$ cat src/rtl/olink_bringup_seq.sv
// Optical link GTX bring-up and recovery sequencer.
// Sequences PLL/TX/RX resets, qualifies alignment, and monitors link health in UP.
module olink_bringup_seq #(
    parameter int unsigned PULSE_CYCLES      = 16,
    parameter int unsigned TIMEOUT_CYCLES    = 1250000,
    parameter int unsigned ALIGN_GOOD_CYCLES = 1024,
    parameter int unsigned BAD_LIMIT         = 64,
    parameter int unsigned MAX_RETRY         = 7
) (
    input  logic        i_clk_125,
    input  logic        i_reset_n,
    input  logic        i_enable,
    input  logic        i_force_restart,
    input  logic        i_cpll_lock,
    input  logic        i_qpll_lock,
    input  logic        i_clk_link_lock,
    input  logic        i_tx_fsm_done,
    input  logic        i_rx_fsm_done,
    input  logic        i_rx_reset_done,
    input  logic        i_link_ok,
    output logic        o_cpll_reset,
    output logic        o_qpll_reset,
    output logic        o_tx_soft_reset,
    output logic        o_rx_soft_reset,
    output logic        o_link_up,
    output logic        o_fail,
    output logic [3:0]  o_state,
    output logic [3:0]  o_retry_count,
    output logic [15:0] o_drop_count
);

    typedef enum logic [3:0] {
        S_IDLE     = 4'd0,
        S_PLL_RST  = 4'd1,
        S_PLL_WAIT = 4'd2,
        S_TX_RST   = 4'd3,
        S_TX_WAIT  = 4'd4,
        S_RX_RST   = 4'd5,
        S_RX_WAIT  = 4'd6,
        S_ALIGN    = 4'd7,
        S_UP       = 4'd8,
        S_FAIL     = 4'd9
    } state_t;

    localparam logic [23:0] PULSE_LAST = 24'(PULSE_CYCLES - 1);
    localparam logic [23:0] TMO_LAST   = 24'(TIMEOUT_CYCLES - 1);
    localparam logic [15:0] GOOD_LIM   = 16'(ALIGN_GOOD_CYCLES);
    localparam logic [15:0] BAD_LIM    = 16'(BAD_LIMIT);
    localparam logic [3:0]  RETRY_LIM  = 4'(MAX_RETRY);

    state_t      r_state;
    logic [6:0]  r_sync1;
    logic [6:0]  r_sync2;
    logic [23:0] r_timer;
    logic [15:0] r_good;
    logic [15:0] r_bad;
    logic [3:0]  r_retry;
    logic [15:0] r_drop;
    logic        r_cpll_reset;
    logic        r_qpll_reset;
    logic        r_tx_soft_reset;
    logic        r_rx_soft_reset;
    logic        r_link_up;
    logic        r_fail;

    state_t      w_state_nxt;
    logic [3:0]  w_retry_nxt;
    logic [3:0]  w_retry_inc;
    logic [15:0] w_good_nxt;
    logic [15:0] w_bad_nxt;
    logic        w_drop_inc;
    logic        w_restart;
    logic        w_fail_try;
    logic        w_clr;
    logic        w_timeout;
    logic        w_pulse_end;
    logic        w_locks;
    logic        w_tx_done;
    logic        w_rx_done;
    logic        w_link_ok;
    logic [6:0]  w_async;

    assign w_async = {i_link_ok, i_rx_reset_done, i_rx_fsm_done,
                      i_tx_fsm_done, i_clk_link_lock, i_qpll_lock,
                      i_cpll_lock};

    assign w_locks     = &r_sync2[2:0];
    assign w_tx_done   = r_sync2[3];
    assign w_rx_done   = r_sync2[4] & r_sync2[5];
    assign w_link_ok   = r_sync2[6];
    assign w_timeout   = (r_timer == TMO_LAST);
    assign w_pulse_end = (r_timer == PULSE_LAST);
    assign w_retry_inc = r_retry + 4'd1;
    assign w_good_nxt  = w_link_ok ? r_good + 16'd1 : 16'd0;
    assign w_bad_nxt   = w_link_ok ? 16'd0 : r_bad + 16'd1;

    always_comb begin
        w_state_nxt = r_state;
        w_retry_nxt = r_retry;
        w_drop_inc  = 1'b0;
        w_restart   = 1'b0;
        w_fail_try  = 1'b0;
        if (!i_enable) begin
            w_state_nxt = S_IDLE;
            w_retry_nxt = 4'd0;
        end else if (i_force_restart && (r_state != S_IDLE)) begin
            w_state_nxt = S_PLL_RST;
            w_retry_nxt = 4'd0;
            w_restart   = 1'b1;
        end else begin
            unique case (r_state)
                S_IDLE:     w_state_nxt = S_PLL_RST;
                S_PLL_RST:  if (w_pulse_end) w_state_nxt = S_PLL_WAIT;
                S_PLL_WAIT: begin
                    if (w_locks) w_state_nxt = S_TX_RST;
                    else if (w_timeout) w_fail_try = 1'b1;
                end
                S_TX_RST:   if (w_pulse_end) w_state_nxt = S_TX_WAIT;
                S_TX_WAIT: begin
                    if (w_tx_done) w_state_nxt = S_RX_RST;
                    else if (w_timeout) w_fail_try = 1'b1;
                end
                S_RX_RST:   if (w_pulse_end) w_state_nxt = S_RX_WAIT;
                S_RX_WAIT: begin
                    if (w_rx_done) w_state_nxt = S_ALIGN;
                    else if (w_timeout) w_fail_try = 1'b1;
                end
                S_ALIGN: begin
                    if (w_good_nxt == GOOD_LIM) begin
                        w_state_nxt = S_UP;
                        w_retry_nxt = 4'd0;
                    end else if (w_timeout) begin
                        w_fail_try = 1'b1;
                    end
                end
                // Lock loss outranks a bad burst; either counts one drop.
                S_UP: begin
                    if (!w_locks) begin
                        w_drop_inc  = 1'b1;
                        w_state_nxt = S_PLL_RST;
                    end else if (w_bad_nxt == BAD_LIM) begin
                        w_drop_inc  = 1'b1;
                        w_state_nxt = S_RX_RST;
                    end
                end
                S_FAIL:     w_state_nxt = S_FAIL;
                default:    w_state_nxt = S_IDLE;
            endcase
            if (w_fail_try) begin
                w_retry_nxt = w_retry_inc;
                w_state_nxt = (w_retry_inc == RETRY_LIM) ? S_FAIL : S_PLL_RST;
            end
        end
    end

    assign w_clr = (w_state_nxt != r_state) || w_restart;

    always_ff @(posedge i_clk_125) begin
        if (!i_reset_n) begin
            r_state         <= S_IDLE;
            r_sync1         <= '0;
            r_sync2         <= '0;
            r_timer         <= '0;
            r_good          <= '0;
            r_bad           <= '0;
            r_retry         <= '0;
            r_drop          <= '0;
            r_cpll_reset    <= 1'b0;
            r_qpll_reset    <= 1'b0;
            r_tx_soft_reset <= 1'b0;
            r_rx_soft_reset <= 1'b0;
            r_link_up       <= 1'b0;
            r_fail          <= 1'b0;
        end else begin
            r_sync1 <= w_async;
            r_sync2 <= r_sync1;
            r_state <= w_state_nxt;
            r_retry <= w_retry_nxt;
            if (w_drop_inc && (r_drop != 16'hFFFF)) r_drop <= r_drop + 16'd1;
            if (w_clr) r_timer <= '0;
            else if (r_timer != 24'hFFFFFF) r_timer <= r_timer + 24'd1;
            r_good <= (!w_clr && (r_state == S_ALIGN)) ? w_good_nxt : 16'd0;
            r_bad  <= (!w_clr && (r_state == S_UP)) ? w_bad_nxt : 16'd0;
            // Outputs decode the state being entered so they line up with it.
            r_cpll_reset    <= (w_state_nxt == S_PLL_RST);
            r_qpll_reset    <= (w_state_nxt == S_PLL_RST);
            r_tx_soft_reset <= (w_state_nxt == S_TX_RST);
            r_rx_soft_reset <= (w_state_nxt == S_RX_RST);
            r_link_up       <= (w_state_nxt == S_UP);
            r_fail          <= (w_state_nxt == S_FAIL);
        end
    end

    assign o_cpll_reset    = r_cpll_reset;
    assign o_qpll_reset    = r_qpll_reset;
    assign o_tx_soft_reset = r_tx_soft_reset;
    assign o_rx_soft_reset = r_rx_soft_reset;
    assign o_link_up       = r_link_up;
    assign o_fail          = r_fail;
    assign o_state         = r_state;
    assign o_retry_count   = r_retry;
    assign o_drop_count    = r_drop;

endmodule

$ cat config.mk
export PLATFORM = sky130hd
export DESIGN_NAME = olink_bringup_seq
export DESIGN_NICKNAME = d
export VERILOG_FILES = /design/src/rtl/olink_bringup_seq.sv
export SDC_FILE = /design/constraint.sdc
export NUM_CORES = 1
export LEC_CHECK = 0
export CAP_MARGIN = 5
export CORE_MARGIN = 2
export CORE_UTILIZATION = 40
export CTS_CLUSTER_SIZE = 16
export DETAILED_ROUTE_END_ITERATION = 12
export DONT_BUFFER_PORTS = 1
export PLACE_DENSITY = 0.6
export SLEW_MARGIN = 20
export SYNTH_ARGS = -nofsm -noshare
export SYNTH_HDL_FRONTEND = slang
export SYNTH_SLANG_ARGS = --single-unit
$ cat constraint.sdc
create_clock -name i_clk_125 -period 4 [get_ports i_clk_125]
set_input_delay 1.2 -clock i_clk_125 [delete_from_list [all_inputs] [get_ports i_clk_125]]
set_output_delay 1.2 -clock i_clk_125 [all_outputs]
set_load 0.01 [all_outputs]
==> summary.txt <==
number of routed nets with antenna violations -> 0
critical hold path startpoint -> r_sync1[3]$_SDFF_PN0_
worst r2r src -> o_state[1]$_SDFF_PN0_
Internal -> 1460 uW
slowest stage delay, CP -> 770 ps
Yosys top cell by area -> dfxtp_1
async set-reset flop share out of synthesis -> 0
Vias per Instance -> 5.56
Pwr Density -> 332 nW/um2
Inserted Diodes -> 0
area delta synth->final -> 6.24%
Mapped Area -> 5440 um2
detailed placer's ending HPWL -> 8680 um
Setup TNS -> 0 ps
CP startpoint -> o_state[1]$_SDFF_PN0_
Clock Sinks -> 99
Setup Viol. Count Final -> 0
GR Util All Layers -> 0.171
H-tree depth -> 3
die height -> 121 um
via count -> 4,340
maximum fanout along the worst path -> 24
largest cells by area after synthesis -> dfxtp_1 36%, xor2_1 6.3%, nor3_1 4.2%
period utilization -> 0.885
# DRC -> 0
Root Driver -> clkbuf_16
Clock Pin Slew Worst Setup and Hold Paths -> 70 ps
register area share after synthesis -> 0.365
Final Max Slew Viols -> 0
sw frac -> 0.241
Layout Nets -> 617
post-layout min period -> 3540 ps
Tightest Hold Check Type -> flip-flop to flip-flop
initial antenna violation count -> 0
num rows -> 42
startpoint types -> flip-flop
Worst setup EP type -> flip-flop
clock tree buffer depth -> 2
worst vdd ir -> 240 uV
worst-skew pair later-pin latency -> 360 ps
RSZ-0062 raised after global routing -> no
WP data required -> 4220 ps
I/O Buffers -> 0
Max Clk Rate -> 282 MHz
Post-CTS Setup Bufs -> 0
Final Hold Vio Count -> 0
Worst-Margin Slew -> 728 ps
TritonRoute pass-1 iters -> 5
post-synthesis cell count -> 614
I/O Pins -> 41
Clock Power Share -> 0.454
core area -> 13,200 um2
slowest stage cell, crit path -> dfxtp_1
share of layout cells above drive strength 1 -> 0.124
worst rel slew slack -> 0.513
post-synth top area share -> 0.365
Post-Syn Nets -> 631
Psw -> 461 uW
Overall Power -> 1920 uW
critical path, cell by cell -> nor2_1 -> o21ai_0 -> nand4bb_1 -> a21oi_1 -> nor3_1 -> or2_2 -> and3_4 -> o21ai_4 -> nor4_1
Placer Congestion -> 0.854
vias in the first global route -> 4,130
number of buffers created by CTS -> 9
CTS tree -> yes
grt ovf -> 0
Synth Flop Type -> dfxtp_1
number of max-cap violations -> 0
Die Span X -> 121 um
Starting Density -> 0.410
first-pass GRT wire length -> 20,000 um
largest net degree at the start of global routing -> 25
Die Area -> 14,500 um2
Resize count post-CTS -> 0
EDFF count, synth -> 0
Reg power frac -> 0.523
syn_area_per_cell -> 8.85 um2
Post-CTS Hold Buffers -> 0
Comb pwr share -> 0.023
DR WL/cell -> 15.1 um
Max Clock Skew -> 11.0 ps
crit path kind -> flip-flop to flip-flop
synthesis-stage register bit count -> 99
YS warnings -> 0
WL final -> 11,800 um
Pleak -> 0.00193 uW
status -> complete, no violations
Worst Path Arrival -> 3760 ps
post-synth cell types -> 85
initial DRC count -> 356
==> placed cells by master, fill, tap and decap left out, types with 3 or more instances in the layout <==
| master | synthesis | final |
|---|---|---|
| nor3b_1 | 4 | 4 |
| a21oi_1 | 12 | 12 |
| or2_2 | 5 | 5 |
| inv_1 | 14 | 14 |
| o31a_1 | 4 | 4 |
| nor2_1 | 56 | 56 |
| nor3_1 | 46 | 46 |
| nor3_2 | 15 | 15 |
| ha_1 | 6 | 6 |
| nand4b_1 | 3 | 3 |
| o21bai_1 | 3 | 3 |
| nor2b_1 | 3 | 3 |
| nor4_1 | 15 | 15 |
| mux2_2 | 3 | 3 |
| mux2i_1 | 3 | 3 |
| o211ai_1 | 3 | 3 |
| and4_1 | 7 | 7 |
| nand2_1 | 48 | 48 |
| clkbuf_16 | 0 | 9 |
| and2_1 | 23 | 23 |
| o21ai_0 | 13 | 13 |
| nand2b_1 | 3 | 3 |
| buf_4 | 6 | 5 |
| nand4_1 | 23 | 23 |
| nand3_1 | 30 | 30 |
| xor2_1 | 39 | 39 |
| xnor2_1 | 25 | 25 |
| and3_1 | 16 | 16 |
| inv_6 | 0 | 3 |
| a41oi_1 | 3 | 3 |
| dfxtp_1 | 99 | 99 |
==> critical path: cells and delay by family, from the launching register on <==
family / cells / cell delay (ps)
AND/OR/NAND/NOR: 6 / 1250
AO/OA/AOI/OAI: 3 / 1380
flip-flops: 1 / 770
==> stage by stage <==
stage	setup WS, ps	instance area [um2]	hold WS (ps)	cells	utilization
after detailed placement	477	5480	429	765	0.413
after CTS	488	5770	446	781	0.436
after global routing	154	5770	462	781	0.436
final	459	5770	442	781	0.436
after global placement	548	5480	418	765	0.413
after floorplan	1040	5440	412	614	-
==> power by group through the flow <==
stage	Combinational [uW]	Sequential, uW	Clock (uW)
2_1_floorplan	43.7	1020	0
3_3_place_gp	42.9	1030	0
3_5_place_dp	43.9	1030	0
4_1_cts	43.9	1000	899
5_1_grt	49.4	1000	938
6_report	43.8	1000	871
==> state kept, by name (all words and copies together), names as in the netlist, 4 cells and up <==
signal and flops:
o_drop_count 16, o_retry_count 4, o_state 4, r_bad 16, r_good 16, r_sync1 7, r_sync2 7, r_timer 24
==> layer usage <==
layer | global-route usage | wire length [um]
met1 | 0.225 | 5590
met2 | 0.264 | 5150
met3 | 0.0533 | 763
met4 | 0.0596 | 248
met5 | 0 | 0
==> cell type report <==
cell class                 count  area [um2]
clock buffer                   9         225
clock inverter                 7        73.8
fill                        1327        7470
inverter                      15        56.3
multi-input combinational    470        3180
sequential                    99        1980
tap                          176         220
timing repair buffer           5        37.5
==> cell usage after synthesis, types with 14 or more instances <==
master   count
and2_1      23
and3_1      16
dfxtp_1     99
inv_1       14
nand2_1     48
nand3_1     30
nand4_1     23
nor2_1      56
nor3_1      46
nor3_2      15
nor4_1      15
xnor2_1     25
xor2_1      39
==> worst paths after layout <==
check / slack [ps] / to / cells past startpoint
worst max-delay path: 460 / r_timer[4]$_SDFFE_PP0P_ / 9
worst min-delay path: 440 / r_sync2[3]$_SDFF_PN0_ / 1
worst max register to register: 460 / r_timer[4]$_SDFFE_PP0P_ / 9
worst min register to register: 440 / r_sync2[3]$_SDFF_PN0_ / 1
==> logic make-up after synthesis <==
kind of cell | Yosys count | synth area share
muxes | 7 | 0.0145
adders and majority gates | 6 | 0.0138
and+or+nand+nor | 325 | 0.354
AOI/OAI and AO/OA | 68 | 0.0992
buffers and inverters | 45 | 0.0504
xor gates and xnor gates | 64 | 0.103
DFF | 99 | 0.365
(Power assumes the default switching activity.)
